==> config.mk <==
export PLATFORM = sky130hd
export DESIGN_NAME = alu_arbiter
export DESIGN_NICKNAME = d
export VERILOG_FILES = /design/src/rtl/alu_arbiter.sv
export SDC_FILE = /design/constraint.sdc
export NUM_CORES = 1
export LEC_CHECK = 0
export CAP_MARGIN = 20
export CORE_ASPECT_RATIO = 1.2
export CORE_UTILIZATION = 42
export DETAILED_ROUTE_END_ITERATION = 7
export HOLD_SLACK_MARGIN = 0.05
export PLACE_DENSITY_LB_ADDON = 0.08
export SLEW_MARGIN = 30
export SYNTH_ARGS = -nofsm -noshare
export SYNTH_HDL_FRONTEND = slang
export SYNTH_SLANG_ARGS = --single-unit
==> constraint.sdc <==
create_clock -name clk -period 6.4 [get_ports clk]
set_input_delay 0.64 -clock clk [delete_from_list [all_inputs] [get_ports clk]]
set_output_delay 0.64 -clock clk [all_outputs]
set_load 0.05 [all_outputs]
==> src/rtl/alu_arbiter.sv <==
// Round-robin two-port arbiter in front of a shared 32-bit ALU.
// Optional ALU_ARB_OPCHK_EN flags op codes 10-15 as illegal.
module alu_core (
  input  logic [31:0] i_a,
  input  logic [31:0] i_b,
  input  logic [3:0]  i_op,
  output logic [31:0] o_result,
  output logic        o_zero
);
  always_comb begin
    o_result = 32'hBEEF_DEAD;
    case (i_op)
      4'd0: o_result = i_a + i_b;
      4'd1: o_result = i_a - i_b;
      4'd2: o_result = i_a & i_b;
      4'd3: o_result = i_a | i_b;
      4'd4: o_result = i_a ^ i_b;
      4'd5: o_result = i_a << i_b[4:0];
      4'd6: o_result = i_a >> i_b[4:0];
      4'd7: o_result = $unsigned($signed(i_a) >>> i_b[4:0]);
      4'd8: o_result = {31'd0, $signed(i_a) < $signed(i_b)};
      4'd9: o_result = {31'd0, i_a < i_b};
      default: o_result = 32'hBEEF_DEAD;
    endcase
  end

  assign o_zero = (o_result == 32'd0);
endmodule

module alu_arbiter #(
  parameter int CNT_W = 16
) (
  input  logic             clk,
  input  logic             rst,
  input  logic             req0_valid,
  output logic             req0_ready,
  input  logic [31:0]      req0_a,
  input  logic [31:0]      req0_b,
  input  logic [3:0]       req0_op,
  input  logic             req1_valid,
  output logic             req1_ready,
  input  logic [31:0]      req1_a,
  input  logic [31:0]      req1_b,
  input  logic [3:0]       req1_op,
  output logic             rsp_valid,
  input  logic             rsp_ready,
  output logic             rsp_id,
  output logic [31:0]      rsp_result,
  output logic             rsp_zero,
  output logic             rsp_err,
  output logic [CNT_W-1:0] cnt0,
  output logic [CNT_W-1:0] cnt1
);
  localparam logic [CNT_W-1:0] CNT_ONE = 1;

  logic             r_valid;
  logic             r_id;
  logic [31:0]      r_result;
  logic             r_zero;
  logic             r_err;
  logic             r_ptr;
  logic [CNT_W-1:0] r_cnt0;
  logic [CNT_W-1:0] r_cnt1;

  logic        w_can_accept;
  logic        w_grant0;
  logic        w_grant1;
  logic        w_acc0;
  logic        w_acc1;
  logic        w_acc;
  logic [31:0] w_a;
  logic [31:0] w_b;
  logic [3:0]  w_op;
  logic [31:0] w_alu_res;
  logic        w_alu_zero;
  logic [31:0] w_res;
  logic        w_zero;
  logic        w_err;

  assign w_can_accept = !r_valid || rsp_ready;

  // r_ptr holds the last granted requester; the other one wins a tie
  assign w_grant0 = req0_valid && (!req1_valid || r_ptr);
  assign w_grant1 = req1_valid && (!req0_valid || !r_ptr);

  assign req0_ready = w_grant0 && w_can_accept && !rst;
  assign req1_ready = w_grant1 && w_can_accept && !rst;

  assign w_acc0 = req0_valid && req0_ready;
  assign w_acc1 = req1_valid && req1_ready;
  assign w_acc  = w_acc0 || w_acc1;

  assign w_a  = w_acc1 ? req1_a  : req0_a;
  assign w_b  = w_acc1 ? req1_b  : req0_b;
  assign w_op = w_acc1 ? req1_op : req0_op;

  alu_core u_alu (
    .i_a      (w_a),
    .i_b      (w_b),
    .i_op     (w_op),
    .o_result (w_alu_res),
    .o_zero   (w_alu_zero)
  );

`ifdef ALU_ARB_OPCHK_EN
  assign w_err  = (w_op > 4'd9);
  assign w_res  = w_err ? 32'd0 : w_alu_res;
  assign w_zero = w_err ? 1'b1  : w_alu_zero;
`else
  assign w_err  = 1'b0;
  assign w_res  = w_alu_res;
  assign w_zero = w_alu_zero;
`endif

  always_ff @(posedge clk) begin
    if (rst) begin
      r_valid  <= 1'b0;
      r_id     <= 1'b0;
      r_result <= 32'd0;
      r_zero   <= 1'b0;
      r_err    <= 1'b0;
      r_ptr    <= 1'b1;
      r_cnt0   <= '0;
      r_cnt1   <= '0;
    end else if (w_acc) begin
      r_valid  <= 1'b1;
      r_id     <= w_acc1;
      r_result <= w_res;
      r_zero   <= w_zero;
      r_err    <= w_err;
      r_ptr    <= w_acc1;
      if (w_acc0 && r_cnt0 != '1)
        r_cnt0 <= r_cnt0 + CNT_ONE;
      if (w_acc1 && r_cnt1 != '1)
        r_cnt1 <= r_cnt1 + CNT_ONE;
    end else if (r_valid && rsp_ready) begin
      r_valid <= 1'b0;
    end
  end

  assign rsp_valid  = r_valid;
  assign rsp_id     = r_id;
  assign rsp_result = r_result;
  assign rsp_zero   = r_zero;
  assign rsp_err    = r_err;
  assign cnt0       = r_cnt0;
  assign cnt1       = r_cnt1;
endmodule

==> impl_metrics.env <==
export IMPL_synthCells=2464
export IMPL_yosysWarnings=0
export IMPL_ys_types=105
export IMPL_relSlewSlack=0.243
export IMPL_die_h_um=230
export IMPL_r2r_setup_slack_ps=810
export IMPL_r2r_start="r_ptr"
export IMPL_p_leak_uw=0.00863
export IMPL_worstPathArrival_ps=6380
export IMPL_cp_max_fo=40
export IMPL_hold_start="rsp_result[6]"
export IMPL_ctsHoldBuffers=0
export IMPL_place_gp_congestion=1.09
export IMPL_period_minus_slack_ps=6090
export IMPL_critPathCaptureType="flop"
export IMPL_hold_class="reg -> reg"
export IMPL_combPwrFrac=0.692
export IMPL_drv_cap=0
export IMPL_cts_clk_slew_worst_paths_ps=60
export IMPL_final_area_um2=21500
export IMPL_vias=22380
export IMPL_switching_share=0.508
export IMPL_clockPowerShare=0.165
export IMPL_hold_violations=0
export IMPL_core_um2=42800
export IMPL_root_buffer="clkbuf_16"
export IMPL_wl_per_cell_um=32.3
export IMPL_synth_seq_area_share=0.0747
export IMPL_min_path_cells=2
export IMPL_finalCritPeriodShare=0.952
export IMPL_drt_iter0_drc=3105
export IMPL_drt_pass1_iterations=7
export IMPL_clock_sinks=68
export IMPL_post_cts_repair_setup_buffers=0
export IMPL_viasPerCell=7.07
export IMPL_clk_latency_ps=340
export IMPL_nNetsFinal=2850
export IMPL_synth_ff_latch_count=68
export IMPL_ant_nets=0
export IMPL_vdd_drop_max_mv=0.183
export IMPL_antenna_found_initial=6
export IMPL_crit_type="in -> reg"
export IMPL_drc=0
export IMPL_seqPwrFrac=0.143
export IMPL_finalSetupTns_ps=0
export IMPL_min_to="rsp_result[6]"
export IMPL_fp_dieArea_um2=44200
export IMPL_switchingPower_uw=1630
export IMPL_htreeDepth=3
export IMPL_max_freq_mhz=164
export IMPL_core_rowCount=83
export IMPL_port_buffers=209
export IMPL_startpoint_type="input port"
export IMPL_grt_pass1_vias=21066
export IMPL_ys_async_sr_fraction=0
export IMPL_synth_fp_nets=2707
export IMPL_ios=211
export IMPL_track_usage=0.453
export IMPL_wl_mm=102
export IMPL_dpl_hpwl_mm=80.1
export IMPL_whs_ps=476
export IMPL_outcome="complete, no violations"
export IMPL_syn_to_final_growth_pct=17.9
export IMPL_syn_area_per_cell_um2=7.39
export IMPL_synth_flop_cell="dfxtp_1"
export IMPL_grt_pass1_wl_mm=147
export IMPL_layout_drive_gt1_share=0.161
export IMPL_grt_overflow_total=0
export IMPL_placed_area_um2=21100
export IMPL_slew_viol_final=0
export IMPL_clk_path_buf_depth=2
export IMPL_power_density_nw_per_um2=150
export IMPL_grt_setup_unrepaired="false"
export IMPL_synth_area_um2=18200
export IMPL_fin_total_pwr_uw=3210
export IMPL_grt_max_degree=92
export IMPL_cts_tree="done"
export IMPL_synth_edf_count=0
export IMPL_ff2ff_path_depth=23
export IMPL_chipWidth_um=192
export IMPL_crit_required_ps=6680
export IMPL_clock_skew_ps=7.20
export IMPL_setup_viol=0
export IMPL_regToRegEndpoint="rsp_zero"
export IMPL_cts_made_buffers=9
export IMPL_start_util=0.426
export IMPL_cell_internal_pwr_uw=1580
export IMPL_tightest_slew_ps=1140
-- Yosys cell counts, types with 14 or more instances --
| cell | instances | area [um^2] |
|---|---|---|
| a31oi_1 | 31 | 194 |
| buf_4 | 19 | 143 |
| and3_1 | 16 | 100 |
| o21ai_0 | 99 | 495 |
| or3_1 | 21 | 131 |
| mux2i_1 | 151 | 1510 |
| nor3_1 | 66 | 330 |
| clkbuf_1 | 136 | 510 |
| xor2_1 | 21 | 184 |
| buf_6 | 14 | 158 |
| a21oi_1 | 136 | 681 |
| dfxtp_1 | 68 | 1360 |
| mux4_2 | 117 | 2640 |
| inv_1 | 101 | 379 |
| o22ai_1 | 23 | 144 |
| a21o_1 | 24 | 180 |
| o2111ai_1 | 20 | 175 |
| nand4_1 | 32 | 200 |
| buf_1 | 24 | 90.1 |
| mux2_2 | 43 | 484 |
| nand3_1 | 53 | 265 |
| buf_2 | 56 | 280 |
| ha_1 | 100 | 1250 |
| nand2_1 | 339 | 1270 |
| o211ai_1 | 43 | 323 |
| a211oi_1 | 49 | 368 |
| o221ai_1 | 21 | 184 |
| o21a_1 | 17 | 128 |
| nor2_1 | 272 | 1020 |
| nor4_1 | 18 | 113 |
| a221oi_1 | 18 | 158 |
-- routing by layer --
layer / up-vias / GRT usage / share of wire
met5: - / 0 / 0.00020
li1: 9501 / - / -
met4: 4 / 0.328 / 0.090
met3: 431 / 0.0936 / 0.10
met2: 1722 / 0.708 / 0.44
met1: 10722 / 0.548 / 0.36
-- metrics by stage --
stage / std cells / util / worst slack [ps]
6_report: 3166 / 0.502 / 306
4_1_cts: 3163 / 0.502 / 317
3_5_place_dp: 3148 / 0.494 / -16.7
3_3_place_gp: 3148 / 0.494 / -0.0138
5_1_grt: 3165 / 0.502 / 87.1
2_1_floorplan: 2464 / - / 312
-- logic make-up after synthesis --
logic type,Yosys count,synth area share
other cells,1,0.000206
simple gates,924,0.235
fa+ha+maj,102,0.0709
xor+xnor,30,0.0144
compound gates,659,0.257
flops,68,0.0747
mux,318,0.260
buf+inv,362,0.0883
-- state kept, by name, summed over array words and instances (netlist names) --
signal	cells
cnt0	16
r_ptr	1
rsp_zero	1
cnt1	16
rsp_id	1
rsp_result	32
rsp_valid	1
-- power by group through the flow --
| stage | combinational, uW | sequential, uW | clock [uW] |
|---|---|---|---|
| after detailed placement | 2120 | 470 | 0 |
| final | 2220 | 460 | 531 |
| after global placement | 2120 | 469 | 0 |
| after CTS | 2130 | 461 | 542 |
| after floorplan | 1210 | 542 | 0 |
| after global routing | 2290 | 463 | 564 |
-- worst max-delay path by stage --
stage | start | end | slack [ps] | cells past startpoint
after floorplan | rst | rsp_zero | 310 | 24
after global placement | req0_valid | rsp_zero | -0.01 | 24
after detailed placement | req0_valid | rsp_zero | -20 | 24
after CTS | req0_valid | rsp_zero | 320 | 24
after global routing | req0_valid | rsp_zero | 90 | 23
final | req0_valid | rsp_zero | 310 | 24
-- area by class of cell --
| cell class | instances | area [um^2] |
|---|---|---|
| flip-flops and latches | 68 | 1360 |
| fillers | 4354 | 21300 |
| diodes | 3 | 7.51 |
| multi-input cells | 2034 | 15300 |
| well taps | 552 | 691 |
| inverters | 113 | 427 |
| repair buffers | 381 | 3400 |
| clock inverters | 6 | 88.8 |
| clock buffers | 9 | 225 |
-- cell usage in the layout (no fill, tap or decap), types with 17 or more instances in the layout --
cell,synthesis,final
nand2_1,339,339
nor2_1,272,271
clkdlybuf4s50_1,0,202
buf_4,19,170
mux2i_1,151,150
a21oi_1,136,136
mux4_2,117,117
inv_1,101,101
ha_1,100,100
o21ai_0,99,99
dfxtp_1,68,68
nor3_1,66,65
nand3_1,53,53
a211oi_1,49,49
mux2_2,43,43
o211ai_1,43,43
nand4_1,32,32
a31oi_1,31,31
a21o_1,24,24
o22ai_1,23,23
or3_1,21,21
o221ai_1,21,21
xor2_1,21,21
o2111ai_1,20,20
nor4_1,18,18
a221oi_1,18,18
o21a_1,17,17
-- critical path: stages --
cell and delay (ps):
clkdlybuf4s50_1 510, a21oi_4 230, nand3_4 170, inv_4 390, nand2_1 100, nand2_1 130, ha_1 230, inv_1 80
fa_1 410, inv_1 110, a21oi_1 110, o21bai_2 290, a2111oi_0 160, buf_4 170, o31ai_1 520, a21boi_1 210
a221oi_1 320, nand2_1 90, a2111oi_1 610, buf_4 230, o2111ai_1 100, nor4_1 270, buf_4 160, a31o_1 120
-- what timing repair did --
| action | 4_1_cts | 5_1_grt |
|---|---|---|
| endpoints found under the hold margin | 0 | 0 |
| endpoints found under the setup margin | 0 | 1 |
| resized for setup | 0 | 1 |
(Power assumes the default switching activity.)
